==> src/rtl/jtcps2_pkg.sv <==
// Shared CPS2 definitions: key record size, field offsets inside the permuted key,
// and the 8-bit wrap-around add used by the configuration loader checksum.
package jtcps2_pkg;

  localparam int CPS2_KEY_BYTES = 20;

  // Field positions after the CPS2 key bit permutation (applied outside the loader)
  localparam int KEY_LSB      = 0;
  localparam int KEY_MSB      = 63;
  localparam int ADDR_RNG_LSB = 144;
  localparam int ADDR_RNG_MSB = 159;

  function automatic logic [7:0] sum8(input logic [7:0] a, input logic [7:0] b);
    return a + b;
  endfunction

endpackage

==> src/rtl/jtcps2_cfgload_if.sv <==
// Download-side and result-side signals of the configuration loader.
// master = download source / consumer, slave = the loader itself.
interface jtcps2_cfgload_if #(
  parameter int BYTES = 20,
  parameter int CW    = $clog2(BYTES + 2)
);
  logic                 restart;
  logic [7:0]           din;
  logic                 din_we;
  logic [8*BYTES-1:0]   cfg;
  logic                 valid;
  logic                 busy;
  logic                 err;
  logic                 ovf;
  logic [CW-1:0]        cnt;

  modport master (output restart, din, din_we,
                  input  cfg, valid, busy, err, ovf, cnt);
  modport slave  (input  restart, din, din_we,
                  output cfg, valid, busy, err, ovf, cnt);
endinterface

==> src/rtl/jtcps2_cfgload_acc.sv <==
// Record accumulator: shadow shift register, running 8-bit sum and a byte
// counter that saturates at the record length. Restart has priority and a
// coincident byte becomes byte 0 of the fresh record.
module jtcps2_cfgload_acc
  import jtcps2_pkg::*;
#(
  parameter  int BYTES = CPS2_KEY_BYTES,
  parameter  int CSUM  = 1,
  localparam int CW    = $clog2(BYTES + 2)
)(
  input  logic                 clk,
  input  logic                 rst,
  input  logic                 i_restart,
  input  logic                 i_edge,
  input  logic [7:0]           i_din,
  output logic [8*BYTES-1:0]   o_shadow,
  output logic [7:0]           o_sum,
  output logic [CW-1:0]        o_cnt,
  output logic                 o_busy,
  output logic                 o_done,
  output logic                 o_extra
);

  localparam logic [CW-1:0] DATA_LEN = CW'(BYTES);
  localparam logic [CW-1:0] REC_LEN  = CW'(BYTES + CSUM);

  logic [8*BYTES-1:0] r_shadow, w_shadow_base, w_shadow_nxt;
  logic [8*BYTES+7:0] w_shift;
  logic [7:0]         r_sum, w_sum_base, w_sum_nxt;
  logic [CW-1:0]      r_cnt, w_cnt_base, w_cnt_nxt;
  logic               r_busy;

  // Next record state: restart clears first, then an accepted byte is applied on top
  always_comb begin
    w_shadow_base = i_restart ? '0 : r_shadow;
    w_sum_base    = i_restart ? 8'h00 : r_sum;
    w_cnt_base    = i_restart ? '0 : r_cnt;
    // Shifting through a wider vector keeps BYTES=1 legal (no zero-width slice)
    w_shift       = {i_din, w_shadow_base} >> 8;
    w_shadow_nxt  = w_shadow_base;
    w_sum_nxt     = w_sum_base;
    w_cnt_nxt     = w_cnt_base;
    o_extra       = 1'b0;
    if (i_edge) begin
      if (w_cnt_base < DATA_LEN) begin
        w_shadow_nxt = w_shift[8*BYTES-1:0];
        w_sum_nxt    = sum8(w_sum_base, i_din);
        w_cnt_nxt    = w_cnt_base + 1'b1;
      end else if (w_cnt_base < REC_LEN) begin
        w_sum_nxt    = sum8(w_sum_base, i_din);
        w_cnt_nxt    = w_cnt_base + 1'b1;
      end else begin
        o_extra      = 1'b1;
      end
    end
    o_done = i_edge && !o_extra && (w_cnt_nxt == REC_LEN);
  end

  // Record registers; busy is registered alongside the counter
  always_ff @(posedge clk or posedge rst) begin
    if (rst) begin
      r_shadow <= '0;
      r_sum    <= 8'h00;
      r_cnt    <= '0;
      r_busy   <= 1'b0;
    end else begin
      r_shadow <= w_shadow_nxt;
      r_sum    <= w_sum_nxt;
      r_cnt    <= w_cnt_nxt;
      r_busy   <= (w_cnt_nxt != '0) && (w_cnt_nxt != REC_LEN);
    end
  end

  assign o_shadow = r_shadow;
  assign o_sum    = r_sum;
  assign o_cnt    = r_cnt;
  assign o_busy   = r_busy;

endmodule

==> src/rtl/jtcps2_cfgload.sv <==
// Byte-serial configuration loader. Bytes are taken on rising edges of din_we,
// collected in a shadow record and copied to cfg only once the full record
// (and its checksum, when enabled) has arrived, so consumers never see a
// partially loaded record.
module jtcps2_cfgload
  import jtcps2_pkg::*;
#(
  parameter  int BYTES = CPS2_KEY_BYTES,
  parameter  int CSUM  = 1,
  localparam int CW    = $clog2(BYTES + 2)
)(
  input  logic             clk,
  input  logic             rst,
  jtcps2_cfgload_if.slave  bus
);

  logic                r_last_we;
  logic                r_pend;
  logic [8*BYTES-1:0]  r_cfg;
  logic                r_valid;
  logic                r_err;
  logic                r_ovf;

  logic                w_edge;
  logic [8*BYTES-1:0]  w_shadow;
  logic [7:0]          w_sum;
  logic [CW-1:0]       w_cnt;
  logic                w_busy;
  logic                w_done;
  logic                w_extra;
  logic                w_sum_ok;

  // last_we resets low, so a strobe already high at reset release counts as an edge
  assign w_edge   = bus.din_we & ~r_last_we;
  assign w_sum_ok = (CSUM == 0) || (w_sum == 8'h00);

  jtcps2_cfgload_acc #(
    .BYTES (BYTES),
    .CSUM  (CSUM)
  ) u_acc (
    .clk       (clk),
    .rst       (rst),
    .i_restart (bus.restart),
    .i_edge    (w_edge),
    .i_din     (bus.din),
    .o_shadow  (w_shadow),
    .o_sum     (w_sum),
    .o_cnt     (w_cnt),
    .o_busy    (w_busy),
    .o_done    (w_done),
    .o_extra   (w_extra)
  );

  // Strobe history for rising-edge detection
  always_ff @(posedge clk or posedge rst) begin
    if (rst) r_last_we <= 1'b0;
    else     r_last_we <= bus.din_we;
  end

  // Commit one clock after the record completes; restart clears flags after the commit
  always_ff @(posedge clk or posedge rst) begin
    if (rst) begin
      r_pend  <= 1'b0;
      r_cfg   <= '0;
      r_valid <= 1'b0;
      r_err   <= 1'b0;
      r_ovf   <= 1'b0;
    end else begin
      r_pend <= w_done;
      if (r_pend) begin
        if (w_sum_ok) begin
          r_cfg   <= w_shadow;
          r_valid <= 1'b1;
          r_err   <= 1'b0;
        end else begin
          r_err   <= 1'b1;
        end
      end
      if (w_extra) r_ovf <= 1'b1;
      if (bus.restart) begin
        r_err <= 1'b0;
        r_ovf <= 1'b0;
      end
    end
  end

  assign bus.cfg   = r_cfg;
  assign bus.valid = r_valid;
  assign bus.busy  = w_busy;
  assign bus.err   = r_err;
  assign bus.ovf   = r_ovf;
  assign bus.cnt   = w_cnt;

endmodule

==> src/flat_wrapper.sv <==
// flat-port wrapper written by rule: the top's interface ports become plain ports
module jtcps2_cfgload_flat import jtcps2_pkg::*;
#(
  parameter  int BYTES = CPS2_KEY_BYTES,
  parameter  int CSUM  = 1,
  localparam int CW    = $clog2(BYTES + 2)
)
  (clk, rst, bus_restart, bus_din, bus_din_we, bus_cfg, bus_valid, bus_busy, bus_err, bus_ovf, bus_cnt);
  jtcps2_cfgload_if #(.BYTES(BYTES)) bus_i ();
  input  logic clk;
  input  logic rst;
  input wire logic [$bits(bus_i.restart)-1:0] bus_restart;
  input wire logic [$bits(bus_i.din)-1:0] bus_din;
  input wire logic [$bits(bus_i.din_we)-1:0] bus_din_we;
  output wire logic [$bits(bus_i.cfg)-1:0] bus_cfg;
  output wire logic [$bits(bus_i.valid)-1:0] bus_valid;
  output wire logic [$bits(bus_i.busy)-1:0] bus_busy;
  output wire logic [$bits(bus_i.err)-1:0] bus_err;
  output wire logic [$bits(bus_i.ovf)-1:0] bus_ovf;
  output wire logic [$bits(bus_i.cnt)-1:0] bus_cnt;
  assign bus_i.restart = bus_restart;
  assign bus_i.din = bus_din;
  assign bus_i.din_we = bus_din_we;
  assign bus_cfg = bus_i.cfg;
  assign bus_valid = bus_i.valid;
  assign bus_busy = bus_i.busy;
  assign bus_err = bus_i.err;
  assign bus_ovf = bus_i.ovf;
  assign bus_cnt = bus_i.cnt;
  jtcps2_cfgload #(.BYTES(BYTES), .CSUM(CSUM)) u_core (.clk(clk), .rst(rst), .bus(bus_i));
endmodule
==> config.mk <==
export PLATFORM = sky130hd
export DESIGN_NAME = jtcps2_cfgload_flat
export DESIGN_NICKNAME = d
export VERILOG_FILES = /design/src/rtl/jtcps2_pkg.sv /design/src/rtl/jtcps2_cfgload_if.sv /design/src/rtl/jtcps2_cfgload_acc.sv /design/src/rtl/jtcps2_cfgload.sv /design/src/flat_wrapper.sv
export SDC_FILE = /design/constraint.sdc
export NUM_CORES = 1
export LEC_CHECK = 0
export ABC_CLOCK_PERIOD_IN_PS = 6500
export BUFFER_PORTS_ARGS = -buffer_cell sky130_fd_sc_hd__buf_2
export CAP_MARGIN = 20
export CORE_ASPECT_RATIO = 1.4
export CORE_UTILIZATION = 50
export DETAILED_ROUTE_END_ITERATION = 8
export GPL_TIMING_DRIVEN = 0
export PLACE_DENSITY_LB_ADDON = 0.08
export REMOVE_ABC_BUFFERS = 1
export SETUP_SLACK_MARGIN = 0.05
export SYNTH_ARGS = -nofsm -noshare
export SYNTH_HDL_FRONTEND = slang
export SYNTH_HIERARCHICAL = 1
export SYNTH_SLANG_ARGS = --single-unit
==> constraint.sdc <==
create_clock -name clk -period 6.5 [get_ports clk]
set_input_delay 0.325 -clock clk [delete_from_list [all_inputs] [get_ports clk]]
set_output_delay 0.325 -clock clk [all_outputs]
set_load 0.05 [all_outputs]
### After elaboration in Yosys (flattened, before gate mapping)

Cells that the tools add are included.

| storage, ports and cells | value |
|---|---|
| register bits | 339 |
| output and inout port bits | 169 |
| word-level logic and storage cells | 46 |

| operators by class | value |
|---|---|
| add/sub/neg operators | 2 |
| $lt $le $gt $ge | 2 |
| equality and inequality tests | 2 |
| muxes and demuxes | 19 |
| bitwise gates (word level) | 2 |
| reduce and logical (&&, ||, !) cells | 9 |

Operator list:

| cell | number |
|---|---|
| 2-to-1 mux 160 bit | 3 |
| 2-to-1 mux 8 bit | 4 |
| 2-to-1 mux 5 bit | 4 |
| less-than comparator 5 bit, second input constant | 2 |
| adder 8 bit | 1 |
| zero test 8 bit | 1 |
| 2-to-1 mux 1 bit | 8 |
| adder 5 x 1 -> 5 bit, second input constant | 1 |
| equality test 5 bit, second input constant | 1 |
| != test 5 bit, second input constant | 1 |
| nonzero test 5 bit | 1 |
| nonzero test 2 bit | 2 |
| logical AND 1 bit | 3 |
| AND reduction 2 bit | 1 |
| bitwise AND 1 bit | 1 |
| zero test 1 bit | 1 |
| inverter 1 bit | 1 |

### Logic depth before layout (Yosys ltp)

| logic depth | value |
|---|---|
| word-level depth | 8 |
| gate-level depth with buffers | 9 |
| mapped depth without buffers | 8 |

### By module

Netlist, hierarchy kept.

By module, submodules not included:

| module | times used | cells an instance | area each (um^2) | seq. area each (um^2) |
|---|---|---|---|---|
| jtcps2_cfgload_acc | 1 | 829 | 7455.9 | 4354.2 |
| jtcps2_cfgload | 1 | 354 | 6122.1 | 4129.0 |

### Worst setup path after synthesis

OpenSTA, ideal clock, no wires.

| path | value |
|---|---|
| path type | reg-to-reg |
| start point | reg u_core.u_acc.r_cnt[0], in the netlist u_core/u_acc/o_cnt[0] |
| end point | reg u_core.u_acc.r_busy, in the netlist u_core/u_acc/o_busy |
| arrival time | 1.955 ns |
| required time | 6.371 ns |
| path slack | 4.416 ns |
| cell stages (with the launch flop) | 7 |
| buffers on the path | 0 |
| period minus slack after synthesis | 2.084 ns |
| cells stage by stage | dfrtp_1 > nor2b_1 > ha_1 > a21boi_0 > mux2_2 > a31oi_1 > o41a_1 |

| on the way | value |
|---|---|
| longest elaborated chain between the ends | 7 |
| elaborated cells on any way between the ends | 10 |

Ends and longest elaborated chain:

| item | line | RTL |
|---|---|---|
| start: declaration | jtcps2_cfgload_acc.sv:30 | `logic [CW-1:0] r_cnt, w_cnt_base, w_cnt_nxt;` |
| start signal: assignment | jtcps2_cfgload_acc.sv:69 | `r_cnt <= w_cnt_nxt;` |
| 2-to-1 mux 5 bit (*) | jtcps2_cfgload_acc.sv:37 | `w_cnt_base = i_restart ? '0 : r_cnt;` |
| adder 5 x 1 -> 5 bit / less-than comparator 5 bit (equally long branches) | jtcps2_cfgload_acc.sv:48, jtcps2_cfgload_acc.sv:51, jtcps2_cfgload_acc.sv:49 |  |
| 2-to-1 mux 5 bit | jtcps2_cfgload_acc.sv:49 | `end else if (w_cnt_base < REC_LEN) begin` |
| 2-to-1 mux 5 bit | jtcps2_cfgload_acc.sv:45 | `if (w_cnt_base < DATA_LEN) begin` |
| 2-to-1 mux 5 bit (*) | jtcps2_cfgload_acc.sv:44 | `if (i_edge) begin` |
| != test 5 bit / nonzero test 5 bit (equally long branches) | jtcps2_cfgload_acc.sv:70 | `r_busy <= (w_cnt_nxt != '0) && (w_cnt_nxt != REC_LEN);` |
| logical AND 1 bit (*) | jtcps2_cfgload_acc.sv:70 |  |
| end signal: assignment | jtcps2_cfgload_acc.sv:70 |  |
| end: declaration | jtcps2_cfgload_acc.sv:31 | `logic r_busy;` |

Mark *: on every way between the ends. The rest lies on a longest branch, timed or not.
A chain may end at the register's enable or synchronous reset.

### Worst setup path in the final report

| path | value |
|---|---|
| start point | in bus_din_we |
| end point | reg u_core.u_acc.r_shadow[39], in the netlist u_core/u_acc/o_shadow[39] |

| on the way | value |
|---|---|
| longest elaborated chain between the ends | 2 |

Ends and longest elaborated chain:

| item | line | RTL |
|---|---|---|
| start: declaration | flat_wrapper.sv:14 | `input wire logic [$bits(bus_i.din_we)-1:0] bus_din_we;` |
| bitwise AND 1 bit | jtcps2_cfgload.sv:34 | `assign w_edge = bus.din_we & ~r_last_we;` |
| net u_core.w_edge | jtcps2_cfgload.sv:24 | `logic w_edge;` |
| 2-to-1 mux 160 bit | jtcps2_cfgload_acc.sv:44 |  |
| net u_core.u_acc.w_shadow_nxt[39] | jtcps2_cfgload_acc.sv:27 | `logic [8*BYTES-1:0] r_shadow, w_shadow_base, w_shadow_nxt;` |
| end signal: assignment | jtcps2_cfgload_acc.sv:67 | `r_shadow <= w_shadow_nxt;` |
| end: declaration | jtcps2_cfgload_acc.sv:27 |  |

The timed path passes the listed nets, and every way through them passes these cells.

==> impl_metrics.json <==
{
  "pwr-share-clk_pct": 45.7,
  "syn2layout_area_growth_pct": 18.8,
  "yosysUniqueCellTypes": 52,
  "ant_nets": 0,
  "power.share.switching_pct": 21.8,
  "synth.top_cell.area_share_pct": 62.5,
  "grt_max_degree": 99,
  "yosys.area.top_type": "dfrtp_1",
  "viasPerCell": 5.19,
  "synth_area_mm2": 0.0136,
  "slew_headroom_pct": 45.1,
  "fp.dieH_um": 197,
  "cts_buffer_depth": 3,
  "min_path_cells": 3,
  "cts_resized": 0,
  "vias": 8990,
  "gp_congestion": 0.798,
  "clk_latency_ns": 0.51,
  "drt_iter0_drc": 474,
  "holdWs_ns": 0.0375,
  "setup_viol_count_final": 0,
  "synthFlopType": "dfrtp_1",
  "hold_buffers": 2,
  "ir_worst_vdd_mv": 0.218,
  "combPwrFrac_pct": 4.6,
  "grt_use_total_pct": 21.0,
  "slew_viol_final": 0,
  "grt_pass1_wl_um": 46500,
  "synth_edf_count": 0,
  "dr.pass1.iters": 4,
  "cp.required_ns": 6.92,
  "drc": 0,
  "fin_worst_skew_ns": 0.0108,
  "drv_cap": 0,
  "worst_pin_slew_ns": 0.823,
  "synth.avg_cell_area_um2": 11.5,
  "port_buffers": 180,
  "final_nets": 1364,
  "rsz0062_at_grt": "false",
  "initial_core_util_pct": 50.8,
  "ios": 181,
  "hold_end": "u_core/u_acc/o_shadow[155]",
  "hold_start": "bus_din[3]",
  "ff2ff_setup_slack_ns": 4.00,
  "wire_per_inst_um": 16.3,
  "cts_tree": "done",
  "end_kind": "register",
  "yosysWarnings": 6,
  "min-delay-path-class": "primary input to register",
  "critPathKind": "primary input to register",
  "powerDensity_mw_per_mm2": 266,
  "async_reset_ff_share_pct": 100,
  "final_core_util_pct": 60.3,
  "dieWidth_um": 141,
  "ys_ff_latch": 339,
  "finalPower_uw": 4300,
  "layout_min_cycle_time_ns": 2.60,
  "ys_seq_area_share_pct": 62.5,
  "regArea_mm2": 0.00848,
  "drive_above_1_share_pct": 25.0,
  "status": "complete, no violations",
  "cts_sinks": 339,
  "multi_input_area_mm2": 0.00467,
  "p_leak_uw": 0.00818,
  "path_max_fanout": 34,
  "routed_wl_um": 28300,
  "post_cts_buffers": 0,
  "h-tree-depth": 2,
  "core_area_mm2": 0.0267,
  "cts_root_buffer": "clkbuf_16",
  "fmax_mhz": 385,
  "final.period_utilization_pct": 40.0,
  "p_switching_uw": 935,
  "reg2regPathDepth": 7,
  "final_hold_viol_count": 0,
  "synthCells": 1183,
  "grt_pass1_vias": 8898,
  "fp-row-count": 71,
  "synthTopCellsByArea": "dfrtp_1 62%, nand2_1 9.2%, mux2_2 6.9%, mux2_1 6.5%, a21oi_1 5.8%",
  "start_kind": "primary input",
  "r2r-end": "u_core/u_acc/o_shadow[39]",
  "p_int_uw": 3360,
  "seqPwrFrac_pct": 49.7,
  "antenna_found_initial": 0,
  "num_antenna_cells": 0,
  "critPathArrivalTime_ns": 3.02,
  "path_clk_slew_ns": 0.06,
  "fillers": 2235,
  "cts_buffers": 34,
  "hpwl_um": 17500,
  "grt-ovfl-total": 0,
  "die_area_mm2": 0.0278,
  "regToRegStartpoint": "u_core/r_last_we"
}
critical path: stages:
cell and delay (ns):
dlygate4sd3_1 0.52, buf_2 0.11, nor2b_1 0.63, inv_1 0.24, a21oi_4 0.49, buf_12 0.26, buf_12 0.21, nand2_1 0.09
a21oi_1 0.12
worst max path at each step:
stage,to,cells after the start,slack (ns),startpoint
final,u_core/u_acc/o_shadow[39],9,3.90,bus_din_we
after global routing,u_core/u_acc/o_sum[5],9,3.70,bus_restart
after CTS,u_core/u_acc/o_shadow[107],9,3.92,bus_din_we
after detailed placement,u_core/u_acc/o_sum[5],9,3.46,bus_restart
after global placement,u_core/u_acc/o_shadow[154],5,-3.15,bus_restart
after floorplan,u_core/u_acc/o_busy,1,1.46,rst
state kept, by name, indices dropped and copies added, names as in the netlist:
name / cells
u_core/u_acc/o_cnt: 5
u_core/bus.valid: 1
u_core/bus.ovf: 1
u_core/u_acc/o_busy: 1
u_core/u_acc/o_shadow: 160
u_core/r_pend: 1
u_core/r_last_we: 1
u_core/bus.cfg: 160
u_core/bus.err: 1
u_core/u_acc/o_sum: 8
final cells by class:
| type | instances | area share (%) |
|---|---|---|
| Sequential cell | 339 | 52.6 |
| Multi-Input combinational cell | 759 | 29.0 |
| Timing Repair Buffer | 199 | 8.18 |
| Clock buffer | 53 | 6.73 |
| Tap cell | 365 | 2.83 |
| Clock inverter | 6 | 0.341 |
| Inverter | 10 | 0.326 |
cells by family (layout without fill, tap and decap cells):
logic type                 Yosys count  after routing  synth area share, %
buffers and inverters               85            268                 3.22
muxes                              162            162                 13.4
AOI/OAI and AO/OA                  191            191                 7.79
and+or+nand+nor                    391            391                 11.8
adders and majority gates            9              9                0.885
DFF                                339            339                 62.5
xor gates and xnor gates             6              6                0.387
placed cells by master, fill, tap and decap left out, types with 3 or more instances in the layout:
cell type | synthesis | final
o21ai_0 | 10 | 10
nor3_1 | 3 | 3
clkinv_2 | 0 | 5
a21oi_1 | 157 | 157
xnor2_1 | 3 | 3
buf_16 | 0 | 7
nand2_1 | 332 | 332
xor2_1 | 3 | 3
buf_2 | 31 | 179
mux2_2 | 83 | 83
clkbuf_1 | 24 | 6
ha_1 | 8 | 8
nor2b_1 | 13 | 13
buf_12 | 0 | 10
nor4_1 | 3 | 3
nor2_1 | 14 | 14
clkbuf_8 | 0 | 10
dfrtp_1 | 339 | 339
mux2_1 | 78 | 78
nand3b_1 | 8 | 8
nand2b_1 | 4 | 4
inv_1 | 10 | 8
clkbuf_16 | 0 | 37
metal layers:
layer | global-route usage, % | vias to the layer above | share of wire (%)
met4 | 5.76 | 0 | 1.5
met2 | 36.4 | 180 | 51
met1 | 26.8 | 4497 | 43
met3 | 3.86 | 29 | 4.6
li1 | - | 4284 | -
met5 | 0 | - | 0
cells in the mapped netlist (2+ instances only):
cell type and instances:
buf_1 7, nor3_1 3, dfrtp_1 339, xnor2_1 3, a21o_1 2, nor2b_1 13, nand4_1 2, o31ai_1 2
a211oi_1 2, buf_4 5, and2_1 2, clkbuf_1 24, a2111oi_0 2, buf_6 8, nand3b_1 8, o211ai_1 2
o21ai_0 10, nor2_1 14, buf_2 31, nand3_1 2, nor4_1 3, mux2_2 83, xor2_1 3, mux2_1 78
or4_1 2, inv_1 10, a21oi_1 157, ha_1 8, nand2b_1 4, nand2_1 332
stage by stage:
stage,area (µm²),setup WS [ns],TNS (ns),std cells
global route,16100,3.70,0,1731
floorplan,13200,1.46,0,1108
global placement,14500,-3.15,-898.17,1653
finish,16100,3.90,0,1731
detailed placement,15000,3.46,0,1670
CTS,16100,3.92,0,1731
power by group through the flow:
stage          Clock [µW]  Combinational [µW]  Sequential (µW)
6_report             1960                 198             2140
5_1_grt              2100                 222             2140
4_1_cts              2020                 204             2140
3_5_place_dp            0                 203             2170
3_3_place_gp            0                 174             2180
2_1_floorplan           0                 101             2180
No activity file was read; power rests on OpenSTA's default activity.
